**src/rtl/reaction_pkg.sv**
```systemverilog
// -----------------------------------------------------------------------------
// reaction_pkg
// Shared types and constants for the reaction-time test sequencer.
//   state_t    : sequencer states (IDLE, WAIT, LIT, DONE)
//   LFSR_TAPS  : Galois feedback mask for x^16+x^14+x^13+x^11+1
//   RT_W       : width of the reaction-time result / counter
//   DELAY_W    : width of the random-delay countdown
//   lfsr_step  : one right-shift Galois LFSR step
// -----------------------------------------------------------------------------
package reaction_pkg;

    typedef enum logic [1:0] {
        IDLE = 2'd0,
        WAIT = 2'd1,
        LIT  = 2'd2,
        DONE = 2'd3
    } state_t;

    localparam logic [15:0] LFSR_TAPS = 16'hB400;
    localparam int          RT_W      = 14;
    localparam int          DELAY_W   = 17;

    // Right-shift Galois form: the bit shifted out of bit 0 is folded back
    // into the tap positions.
    function automatic logic [15:0] lfsr_step(input logic [15:0] s);
        return s[0] ? ((s >> 1) ^ LFSR_TAPS) : (s >> 1);
    endfunction

endpackage

```
**src/rtl/reaction_ctrl_ms_prescaler.sv**
```systemverilog
// -----------------------------------------------------------------------------
// ms_prescaler
// Divides clk down to a one-cycle millisecond tick.
//   clk  : system clock
//   rst  : asynchronous, active-high reset
//   clr  : restart the count from 0 on the next edge
//   tick : high during the last cycle of each TICKS_PER_MS period
// After clr the first tick is sampled exactly TICKS_PER_MS edges later.
// -----------------------------------------------------------------------------
module ms_prescaler #(
    parameter int TICKS_PER_MS = 100000
) (
    input  logic clk,
    input  logic rst,
    input  logic clr,
    output logic tick
);

    localparam int CW = $clog2(TICKS_PER_MS);

    logic [CW-1:0] cnt;

    assign tick = (cnt == CW'(TICKS_PER_MS - 1));

    // NOTE: sequential state uses non-blocking assignments so every flop
    // samples the pre-edge values of its neighbours.
    always_ff @(posedge clk or posedge rst) begin
        if (rst) begin
            cnt <= '0;
        end else if (clr || tick) begin
            cnt <= '0;
        end else begin
            cnt <= cnt + 1'b1;
        end
    end

endmodule

```
**src/rtl/reaction_ctrl.sv**
```systemverilog
// -----------------------------------------------------------------------------
// reaction_ctrl
// Reaction-time test sequencer. A start press begins a pseudo-random wait,
// after which the LED is lit and whole milliseconds are counted until the
// response press. Reports the time, an early press, or a timeout.
//   clk          : system clock
//   rst          : asynchronous, active-high reset
//   start_p      : one-cycle debounced start pulse
//   hit_p        : one-cycle debounced response pulse
//   bright       : LED enable to the PWM driver
//   reaction_ms  : last result in ms, held until the next result
//   result_valid : one-cycle pulse when a new result/flag is latched
//   too_early    : last attempt was pressed before the LED lit
//   timed_out    : last attempt reached TIMEOUT_MS
//   busy         : high while waiting or lit
// -----------------------------------------------------------------------------
module reaction_ctrl
    import reaction_pkg::*;
#(
    parameter int          TICKS_PER_MS = 100000,
    parameter int          MIN_DELAY_MS = 1000,
    parameter int          RAND_BITS    = 11,
    parameter logic [15:0] LFSR_SEED    = 16'hACE1,
    parameter int          TIMEOUT_MS   = 9999
) (
    input  logic            clk,
    input  logic            rst,
    input  logic            start_p,
    input  logic            hit_p,
    output logic            bright,
    output logic [RT_W-1:0] reaction_ms,
    output logic            result_valid,
    output logic            too_early,
    output logic            timed_out,
    output logic            busy
);

    state_t             state;
    logic [15:0]        lfsr;
    logic [DELAY_W-1:0] delay_cnt;
    logic [RT_W-1:0]    rt_cnt;
    logic               tick;
    logic               clr;

    // Restart the millisecond grid on entry to WAIT and to LIT so the first
    // tick of each phase lands exactly one full period after entry.
    // NOTE: every combinational output gets a default first so no path can
    // infer a latch.
    always_comb begin
        clr = 1'b0;
        case (state)
            IDLE, DONE: clr = start_p;
            WAIT:       clr = tick && !hit_p && (delay_cnt == DELAY_W'(1));
            default:    clr = 1'b0;
        endcase
    end

    ms_prescaler #(
        .TICKS_PER_MS(TICKS_PER_MS)
    ) u_prescaler (
        .clk  (clk),
        .rst  (rst),
        .clr  (clr),
        .tick (tick)
    );

    always_ff @(posedge clk or posedge rst) begin
        if (rst) begin
            state        <= IDLE;
            lfsr         <= LFSR_SEED;
            delay_cnt    <= '0;
            rt_cnt       <= '0;
            bright       <= 1'b0;
            reaction_ms  <= '0;
            result_valid <= 1'b0;
            too_early    <= 1'b0;
            timed_out    <= 1'b0;
            busy         <= 1'b0;
        end else begin
            // Free-running so the sampled delay depends on player timing.
            lfsr         <= lfsr_step(lfsr);
            result_valid <= 1'b0;

            case (state)
                IDLE, DONE: begin
                    // hit_p is ignored here; only a start press matters.
                    if (start_p) begin
                        state     <= WAIT;
                        delay_cnt <= DELAY_W'(MIN_DELAY_MS)
                                   + DELAY_W'(lfsr[RAND_BITS-1:0]);
                        too_early <= 1'b0;
                        timed_out <= 1'b0;
                        busy      <= 1'b1;
                    end
                end

                WAIT: begin
                    // A hit wins over the expiry tick and over start_p.
                    if (hit_p) begin
                        state        <= DONE;
                        too_early    <= 1'b1;
                        reaction_ms  <= '0;
                        result_valid <= 1'b1;
                        busy         <= 1'b0;
                    end else if (tick) begin
                        if (delay_cnt == DELAY_W'(1)) begin
                            state  <= LIT;
                            bright <= 1'b1;
                            rt_cnt <= '0;
                        end
                        delay_cnt <= delay_cnt - 1'b1;
                    end
                end

                LIT: begin
                    if (hit_p) begin
                        // Pre-increment value: whole milliseconds elapsed.
                        state        <= DONE;
                        reaction_ms  <= rt_cnt;
                        bright       <= 1'b0;
                        result_valid <= 1'b1;
                        busy         <= 1'b0;
                    end else if (tick) begin
                        if (rt_cnt == RT_W'(TIMEOUT_MS - 1)) begin
                            state        <= DONE;
                            timed_out    <= 1'b1;
                            reaction_ms  <= RT_W'(TIMEOUT_MS);
                            bright       <= 1'b0;
                            result_valid <= 1'b1;
                            busy         <= 1'b0;
                        end
                        rt_cnt <= rt_cnt + 1'b1;
                    end
                end

                default: state <= IDLE;
            endcase
        end
    end

endmodule

```
**config.mk**
```make
export PLATFORM = sky130hd
export DESIGN_NAME = reaction_ctrl
export DESIGN_NICKNAME = d
export VERILOG_FILES = /design/src/rtl/reaction_pkg.sv /design/src/rtl/reaction_ctrl_ms_prescaler.sv /design/src/rtl/reaction_ctrl.sv
export SDC_FILE = /design/constraint.sdc
export NUM_CORES = 1
export LEC_CHECK = 0
export CAP_MARGIN = 30
export CELL_PAD_IN_SITES_DETAIL_PLACEMENT = 0
export CELL_PAD_IN_SITES_GLOBAL_PLACEMENT = 1
export CORE_AREA = 2 2 125 127
export DETAILED_ROUTE_END_ITERATION = 10
export DIE_AREA = 0 0 127 129
export PLACE_DENSITY = 0.64
export SLEW_MARGIN = 40
export SYNTH_ARGS = -nofsm -noshare
export SYNTH_HDL_FRONTEND = slang
export SYNTH_HIERARCHICAL = 1
export SYNTH_SLANG_ARGS = --single-unit
```
**constraint.sdc**
```tcl
create_clock -name clk -period 2.9 [get_ports clk]
set_input_delay 0.725 -clock clk [delete_from_list [all_inputs] [get_ports clk]]
set_output_delay 0.725 -clock clk [all_outputs]
set_load 0.02 [all_outputs]
```
==> reports/metrics.cfg, run 1 <==
[place]
port_buffers = 22
gp_congestion = 0.7767
dp_hpwl_um = 7063
placed_cells = 656

[clocking]
clkLatencyLatePin_ps = 350
htreeDepth = 3
cts_buffer_depth = 2
clk_pin_slew_ps = 60
numCtsBuffers = 9
cts-root-buf = clkbuf_16
cts_sinks = 85
cts_hold_buf = 0
cts_tree = yes

[sta]
fmax_mhz = 375.2
finClkSkew_ps = 8.801
max-slew-margin-rel_pct = 39.51
setup_viol = 0
slew_viol_final = 0
tns_ps = 0
layout_min_cycle_time_ps = 2665
holdWs_ps = 353.8
rsz0062_at_grt = false
worst_slew_pin_slew_ps = 899.9
timing.final.crit_share_pct = 91.90
hold_viol = 0

[synth]
syn_area_mm2 = 0.004267
synthCells = 442
ys_ff_latch = 85
yosys_warnings = 6
synth_fp_nets = 454
synth_edf_count = 0
synth_area_per_cell_um2 = 9.653
ys_seq_area_share_pct = 50.09
yosysUniqueCellTypes = 62
synthXorXnorAreaFrac_pct = 4.927
synth-async-reset-ratio_pct = 100.0
synthMuxAreaShare_pct = 1.935
synth_ff_type = dfrtp_1
synth-simple-area-share_pct = 22.23
synth_top_family_by_area = simple AND/OR/NAND/NOR gates
synthAdderAreaFrac_pct = 2.346
synth_compound_area_share_pct = 15.10

[pwr]
peakVddDrop_mv = 0.4171
p_clk_share_pct = 25.5
p_leak_uw = 0.002123
p_int_uw = 2647
p_comb_share_pct = 37.0
p_sw_share_pct = 38.05
pwr-share-seq_pct = 37.5
cellPowerDensity_mw_per_mm2 = 823.2
power.switching_uw = 1625

[critical_path]
crit_path_start = u_prescaler/cnt[14]
slowest_stage = or4b_4
cp_num_cells = 10
cp_top_family = simple AND/OR/NAND/NOR gates
critPathCapture = u_prescaler/cnt[4]
path_cells = or4b_4 > nor3_4 > nand3b_1 > nor4_4 > buf_4 > nand3_1 > a21oi_2 > inv_1 > o31ai_4 > nor2_1
start_kind = flip-flop
crit_buf_inv = 2
cp-end-kind = flip-flop
cpPeakStageDelay_ps = 610
cp_data_arrival_time_ps = 2880
timing.rr.end = u_prescaler/cnt[4]
rr_worst_depth = 10
path_class = reg2reg
timing.rr.start = u_prescaler/cnt[14]
critPathRequiredTime_ps = 3110
cp_max_fo = 8
reg2reg_setup_slack_ps = 240

[global_route]
grt_max_degree = 33
grt_pass1_wl_um = 17150
first_global_vias = 3271
grt_overflow = 0
track_usage_pct = 13.31
antenna_found_initial = 0

[hold_path]
hold_path_class = reg2reg

[drt]
drtIter0Drc = 190
wirelength_um = 10260
dr.pass1.iters = 4
drcViolationCount = 0
vias = 3371
via_per_inst = 4.987
antenna_left = 0
wl_per_cell_um = 15.18

[floorplan]
start_util_pct = 28.49
io_pins = 23
die_x_um = 127
fp.dieArea_mm2 = 0.01638
die_y_um = 129
coreArea_mm2 = 0.01498
row_count = 45

[final_layout]
drive_above_1_share_pct = 13.93
fin_cells = 676
num_antenna_cells = 0
areaGrowthSynthToFinish_pct = 21.64
post-route-util_pct = 34.65
final_nets = 495

[flow_run]
drv_cap = 0

[run_status]
outcome = finished, final reports clean

## kinds of logic (layout without fill, tap and decap cells)
logic type               after synthesis  count (layout)
AO/OA/AOI/OAI                        106             108
flip-flops                            85              85
buffers and inverters                 35              79
multiplexers                           8               8
AND/OR/NAND/NOR                      176             176
adder cells (fa/ha/maj)                8               8
XOR/XNOR                              24              24
## sequential cells by signal, summed over array words and instances (netlist names)
name,cells
reaction_ms,14
delay_cnt,17
lfsr,16
u_prescaler/cnt,17
too_early,1
busy,1
result_valid,1
bright,1
state,2
timed_out,1
rt_cnt,14
## stage by stage
stage	instance area, um^2	total power [uW]	setup slack (ps)
floorplan	4267	2617	264.2
global placement	4832	3129	131.6
detailed placement	4832	3168	-4.366
CTS	5117	4278	114.2
global route	5190	4568	32.70
finish	5190	4272	235.0
## placed cells by master, fill, tap and decap left out, drive strengths merged, types with 3 or more instances in the layout
master,instances
a21oi,30
clkdlybuf4s50,22
xor2,13
o22ai,8
mux2i,6
a31oi,4
o21ai,47
buf,23
nor2,34
clkbuf,13
nand2b,3
nand2,42
a21o,3
or4,4
inv,17
and3,6
nor3b,5
dfrtp,77
ha,8
or3,18
xnor2,11
nor4,7
nand4,10
nand3,22
dfstp,8
nor3,12
## cell usage after synthesis (10+ instances only)
cell       n  area (um^2)
a21oi_1   30        150.1
clkbuf_1  11        41.29
dfrtp_1   77         1927
inv_1     17        63.81
nand2_1   42        157.7
nand3_1   21        105.1
nand4_1   10        62.56
nor2_1    33        123.9
nor3_1    12        60.06
o21ai_0   41        205.2
or3_1     17        106.4
xnor2_1   11        96.34
xor2_1    13        113.9
## timing repair
action,4_1_cts,5_1_grt
gates resized for setup,1,6
endpoints found under the setup margin,2,25
gates cloned,0,2
buffers inserted,0,2
pin swaps,0,3
## worst min path at each step
stage               startpoint       end  slack [ps]  depth (start not counted)
global route          lfsr[12]  lfsr[11]         360                          0
floorplan             lfsr[12]  lfsr[11]         330                          0
global placement      lfsr[12]  lfsr[11]         340                          0
CTS                   lfsr[12]  lfsr[11]         360                          0
detailed placement    lfsr[12]  lfsr[11]         350                          0
finish                lfsr[12]  lfsr[11]         350                          0
## worst register-to-register path, delay by kind of cell, from the launching register on
family	cells	cell delay, ps
buffers and inverters	2	310
DFF	1	400
AOI/OAI and AO/OA	2	340
and+or+nand+nor	6	1490
## layout make-up
cell class / count / area [um^2]
fillers: 1525 / 9787
well taps: 188 / 235.2
flip-flops and latches: 85 / 2137
clock buffers: 13 / 260.3
multi-input cells: 324 / 2052
clock inverters: 3 / 20.02
inverters: 18 / 67.56
repair buffers: 45 / 417.9
## layer usage
layer	GRT usage [%]	vias up	wire [um]
met5	0	-	0
met4	4.331	0	128
met3	3.825	9	425
met2	20.08	58	4695
met1	18.49	1625	5014
li1	-	1679	-
## power groups by stage
stage	registers, uW	logic [uW]	clock network, uW
floorplan	1660	957	0
global placement	1610	1520	0
detailed placement	1620	1550	0
CTS	1600	1550	1130
global route	1640	1760	1180
finish	1600	1580	1090
(Power assumes the default switching activity.)
==> run 2: changes to the inputs <==
- RECOVER_POWER: default -> 25
==> run 2 against run 1 <==
  * Critical path depth unchanged
  * Sequential power is essentially flat
  * First-iteration DRC count unchanged
  * Clock skew hardly changed
  * Sequential share of layout area is essentially flat
  * Critical path type unchanged
  * Design area hardly changed
  * Register-to-register slack about the same
  * Setup slack barely moved
  * Fmax about the same
  * Total power is essentially flat
  * Worst hold slack about the same
  * Count of clock-buffer cells in the layout unchanged
==> reports/metrics.cfg, run 2 (synthesized netlist as in run 1, its figures left out) <==
[run_status]
outcome = finished, final reports clean

[sta]
slew_viol_final = 0  ; unchanged
worst_slew_pin_slew_ps = 961.9  ; +62.00 ps
tns_ps = 0  ; unchanged
fmax_mhz = 375.2  ; about the same
rsz0062_at_grt = false
setup_viol = 0  ; unchanged
finClkSkew_ps = 9.056  ; +0.2550 ps
layout_min_cycle_time_ps = 2665  ; +0.4550 ps
max-slew-margin-rel_pct = 35.80  ; -3.7 points
timing.final.crit_share_pct = 91.91  ; about the same
hold_viol = 0  ; unchanged

[place]
dp_hpwl_um = 7063  ; unchanged
gp_congestion = 0.7767  ; unchanged
dpl-instance-area_mm2 = 0.004832  ; unchanged
port_buffers = 22  ; unchanged

[floorplan]
fp.dieArea_mm2 = 0.01638  ; unchanged
coreArea_mm2 = 0.01498  ; unchanged
row_count = 45  ; unchanged
die_y_um = 129  ; unchanged
die_x_um = 127  ; unchanged
io_pins = 23  ; unchanged
start_util_pct = 28.49  ; unchanged

[drt]
vias = 3364  ; -0.21%
dr.pass1.iters = 5  ; +1
drtIter0Drc = 190  ; unchanged
antenna_left = 0  ; unchanged
via_per_inst = 4.976  ; -0.21%
wirelength_um = 10280  ; +0.17%
drcViolationCount = 0  ; unchanged
wl_per_cell_um = 15.21  ; +0.17%

[final_layout]
areaGrowthSynthToFinish_pct = 21.55  ; about the same
final_common_cell = dfrtp_1
final_cell_area_mm2 = 0.005186  ; about the same
drive_above_1_share_pct = 12.50  ; -1.4 points
reg_top3 = delay_cnt x17, u_prescaler/cnt x17, lfsr x16
post-route-util_pct = 34.63  ; about the same
final_nets = 495  ; unchanged
num_antenna_cells = 0  ; unchanged
final_cell_mix = 77 x dfrtp_1, 42 x nand2_1, 41 x o21ai_0

[critical_path]
cp_data_arrival_time_ps = 2880  ; about the same
cp-end-kind = flip-flop
path_class = reg2reg
start_kind = flip-flop
cp_max_fo = 8  ; unchanged
critPathRequiredTime_ps = 3110  ; about the same

[global_route]
first_global_vias = 3271  ; unchanged
grt_overflow = 0  ; unchanged
track_usage_pct = 13.31  ; unchanged
grt_pass1_wl_um = 17150  ; unchanged
antenna_found_initial = 0  ; unchanged
grt_max_degree = 33  ; unchanged

[pwr]
p_comb_share_pct = 37.0  ; about the same
power.switching_uw = 1624  ; about the same
pwr-share-seq_pct = 37.5  ; about the same
cellPowerDensity_mw_per_mm2 = 823.2  ; about the same
p_clk_share_pct = 25.5  ; about the same
p_int_uw = 2645  ; about the same
p_leak_uw = 0.002122  ; about the same
p_sw_share_pct = 38.04  ; about the same
peakVddDrop_mv = 0.4161  ; -0.23%

[clocking]
htreeDepth = 3  ; unchanged
cts_buffer_depth = 2  ; unchanged
cts-root-buf = clkbuf_16
cts_sinks = 85  ; unchanged
clkLatencyLatePin_ps = 350  ; about the same
clk_pin_slew_ps = 60  ; about the same
cts_hold_buf = 0  ; unchanged
cts_tree = yes
numCtsBuffers = 9  ; unchanged

[hold_path]
hold_path_class = reg2reg

[flow_run]
drv_cap = 0  ; unchanged

==> run 2: changes by cell type in the layout (fill, tap and decap cells not counted), sizes merged <==
cell | previous run | this run
buf | 23 | 22
clkbuf | 13 | 14
clkdlybuf4s50 | 22 | 21
dlygate4sd3 | 0 | 1
==> run 2: cell type report <==
class,count,area (um^2)
clock buffers,13,260.3
flip-flops and latches,85,2137
fillers,1525,9791
well taps,188,235.2
clock inverters,3,20.02
repair buffers,45,414.1
inverters,18,67.56
multi-input cells,324,2052
==> run 2: worst paths after layout <==
path / slack, ps / from / to / cells past startpoint
setup / recovery: 230 / u_prescaler/cnt[14] / u_prescaler/cnt[4] / 10
hold / removal: 350 / lfsr[12] / lfsr[11] / 0
setup reg to reg: 230 / u_prescaler/cnt[14] / u_prescaler/cnt[4] / 10
hold reg to reg: 350 / lfsr[12] / lfsr[11] / 0
max in group asynchronous: 1000 / rst / reaction_ms[0] / 3
min in group asynchronous: 990 / rst / u_prescaler/cnt[9] / 2
==> run 2: per-layer routing <==
layer | global-route usage, % | vias to the layer above | wire length [um]
li1 | - | 1677 | -
met1 | 18.49 | 1624 | 5035
met4 | 4.331 | 0 | 128
met3 | 3.825 | 9 | 412
met5 | 0 | - | 0
met2 | 20.08 | 54 | 4704
==> run 2: power by group through the flow <==
stage	sequential, uW	combinational, uW	clock (uW)
after floorplan	1660	957	0
after global placement	1610	1520	0
after detailed placement	1620	1550	0
after CTS	1600	1550	1130
after global routing	1640	1760	1180
final	1600	1580	1090
==> run 2: critical path, cell delays in order (launching register included) <==
cell and delay, ps:
dfrtp_1 400, or4b_4 610, nor3_4 170, nand3b_1 190, nor4_4 300, buf_4 180, nand3_1 100, a21oi_2 200
inv_1 130, o31ai_4 140, nor2_1 100
==> run 2: per-stage QoR <==
step	total power [uW]	hold slack, ps	setup WS [ps]	cells
after global placement	3129	342.7	131.6	656
after CTS	4278	356.2	114.2	672
after global routing	4567	357.6	32.70	676
after floorplan	2617	333.0	264.2	442
after detailed placement	3168	346.3	-4.366	656
final	4270	353.8	234.5	676
==> run 2: timing repair <==
item | CTS | global route
gates resized for setup | 1 | 6
hold endpoints to repair | 0 | 0
gates cloned | 0 | 2
pin swaps | 0 | 3
setup endpoints to repair | 2 | 25
buffers inserted | 0 | 2
==> run 3: changes to the inputs <==
- CORE_AREA: 2 2 125 127 -> 2 2 107 109
- DIE_AREA: 0 0 127 129 -> 0 0 109 111
- PLACE_DENSITY: 0.64 -> 0.79
==> run 3 against run 2 <==
  * Design area decreased by 1.4%
  * Fmax decreased by 0.40%
  * Global-route usage increased by 2.7 points
  * Count of clock-buffer cells in the layout decreased by 2
  * Final cell count decreased by 7.5%
  * Combinational power decreased by 4%
  * Core utilization increased by 12 points
  * Worst hold slack got worse by 3.5 ps
  * Sequential share of layout area increased by 0.63 points
==> reports/metrics.cfg, run 3 (synthesized netlist as in run 1, its figures left out) <==
[run_status]
outcome = finished, final reports clean

[sta]
setup_viol = 0  ; unchanged
tns_ps = 0  ; unchanged
layout_min_cycle_time_ps = 2676  ; +10.66 ps
setup_slack_ps = 223.9  ; -10.66 ps
fmax_mhz = 373.7  ; -0.40%
max-slew-margin-rel_pct = 32.40  ; -3.4 points
timing.final.crit_share_pct = 92.28  ; +0.37 points
slew_viol_final = 0  ; unchanged
worst_slew_pin_slew_ps = 1013  ; +51.00 ps
rsz0062_at_grt = false
finClkSkew_ps = 8.602  ; -0.4538 ps
hold_viol = 0  ; unchanged

[clocking]
cts_buffer_depth = 2  ; unchanged
htreeDepth = 3  ; unchanged
clk_pin_slew_ps = 60  ; about the same
numCtsBuffers = 9  ; unchanged
cts-root-buf = clkbuf_16
clkLatencyLatePin_ps = 340  ; about the same
cts_hold_buf = 0  ; unchanged
cts_tree = yes
cts_sinks = 85  ; unchanged

[critical_path]
critPathRequiredTime_ps = 3130  ; +20 ps
cpPeakStageDelay_ps = 450  ; -160 ps
timing.rr.start = u_prescaler/cnt[1]
rr_worst_depth = 10  ; unchanged
reg2reg_setup_slack_ps = 220  ; about the same
critPathCapture = state[0]
slowest_stage = or4_1
cp-end-kind = flip-flop
cp_max_fo = 4  ; -4
timing.rr.end = state[0]
crit_path_start = u_prescaler/cnt[1]
start_kind = flip-flop
path_class = reg2reg
path_cells = ha_4 > nand3_1 > or2_2 > nor3_4 > nand3b_1 > nor4_4 > buf_4 > nand2_1 > or4_1 > o211a_1
cp_data_arrival_time_ps = 2900  ; +20 ps

[final_layout]
reg_top3 = delay_cnt x17, u_prescaler/cnt x17, lfsr x16
areaGrowthSynthToFinish_pct = 19.79
drive_above_1_share_pct = 12.03  ; -0.47 points
final_cell_mix = 76 x dfrtp_1, 42 x nand2_1, 41 x o21ai_0
final_nets = 489  ; -1.2%
final_common_cell = dfrtp_1
num_antenna_cells = 0  ; unchanged

[pwr]
power.switching_uw = 1575  ; -3.0%
p_int_uw = 2697  ; +2.0%
cellPowerDensity_mw_per_mm2 = 835.8  ; +1.5%
p_leak_uw = 0.002108  ; -0.65%
p_comb_share_pct = 35.4  ; -1.6 points
peakVddDrop_mv = 0.4613  ; +11%
p_sw_share_pct = 36.86  ; -1.2 points
pwr-share-seq_pct = 37.6  ; about the same
p_clk_share_pct = 27.0  ; +1.5 points

[place]
post-place-ws_ps = 33.04  ; +37.41 ps
gp_congestion = 0.8441  ; +8.7%
port_buffers = 22  ; unchanged
dp_hpwl_um = 6267  ; -11%

[drt]
wirelength_um = 9084  ; -12%
antenna_left = 0  ; unchanged
via_per_inst = 5.314  ; +6.8%
drtIter0Drc = 195  ; +2.6%
drcViolationCount = 0  ; unchanged
vias = 3321  ; -1.3%
wl_per_cell_um = 14.53  ; -4.4%
dr.pass1.iters = 4  ; -1

[global_route]
met1_usage_pct = 22.76  ; +4.3 points
busiest_layer = met2
first_global_vias = 3188  ; -2.5%
grt_max_degree = 33  ; unchanged
grt_overflow = 0  ; unchanged
antenna_found_initial = 0  ; unchanged
grt_pass1_wl_um = 15450  ; -9.9%
use_met3_pct = 2.998  ; -0.83 points
gr-usage-met2_pct = 24.02  ; +3.9 points
track_usage_pct = 15.97  ; +2.7 points

[floorplan]
coreArea_mm2 = 0.01108  ; -26%
die_x_um = 109  ; -14%
fp.dieArea_mm2 = 0.01210  ; -26%
start_util_pct = 38.52  ; +10 points
io_pins = 23  ; unchanged
row_count = 39  ; -13%
die_y_um = 111  ; -14%

[flow_run]
drv_cap = 0  ; unchanged

[hold_path]
hold_depth = 0  ; unchanged
hold_path_class = reg2reg

## run 3: repair_timing
item,4_1_cts,5_1_grt
setup buffers,0,3
setup endpoints to repair,0,46
resized for setup,0,8
hold endpoints to repair,0,0
## run 3: power by group through the flow
stage          Clock, uW  Combinational [uW]  Sequential [uW]
2_1_floorplan          0                 957             1660
3_3_place_gp           0                1470             1610
3_5_place_dp           0                1490             1620
4_1_cts             1190                1500             1600
5_1_grt             1240                1710             1640
6_report            1150                1510             1610
## run 3: cell type report
| class | count | area (um^2) |
|---|---|---|
| Fill cell | 1066 | 5966 |
| Sequential cell | 85 | 2138 |
| Multi-Input combinational cell | 323 | 2043 |
| Timing Repair Buffer | 40 | 380.4 |
| Clock buffer | 11 | 242.7 |
| Tap cell | 143 | 178.9 |
| Inverter | 18 | 67.56 |
| Clock inverter | 5 | 60.06 |
## run 3: routing by layer
layer / vias up / share of wire [%]
met2: 62 / 46
met5: - / 0
met1: 1589 / 49
met3: 14 / 3.5
met4: 0 / 2.3
li1: 1656 / -
## run 3: how the worst min path moves through the flow
stage	from	to	slack (ps)
6_report	lfsr[12]	lfsr[11]	350
3_5_place_dp	lfsr[12]	lfsr[11]	340
3_3_place_gp	lfsr[12]	lfsr[11]	340
2_1_floorplan	lfsr[12]	lfsr[11]	330
5_1_grt	lfsr[12]	lfsr[11]	370
4_1_cts	lfsr[12]	lfsr[11]	360
## run 3: critical path, delay by kind of cell, from the launching register on
kind                     cells  cell delay (ps)
AO/OA/AOI/OAI                1              140
adder cells (fa/ha/maj)      1              160
buffers and inverters        1              190
flip-flops                   1              390
AND/OR/NAND/NOR              7             1680
## run 3: metrics by stage
step | cells | utilization (%) | cell area [um^2] | hold slack (ps) | total power [uW]
2_1_floorplan | 442 | - | 4267 | 333.0 | 2617
3_3_place_gp | 605 | 42.71 | 4731 | 336.6 | 3080
3_5_place_dp | 605 | 42.71 | 4731 | 341.1 | 3116
4_1_cts | 621 | 45.44 | 5034 | 355.1 | 4285
5_1_grt | 625 | 46.14 | 5111 | 370.5 | 4581
6_report | 625 | 46.14 | 5111 | 350.3 | 4272
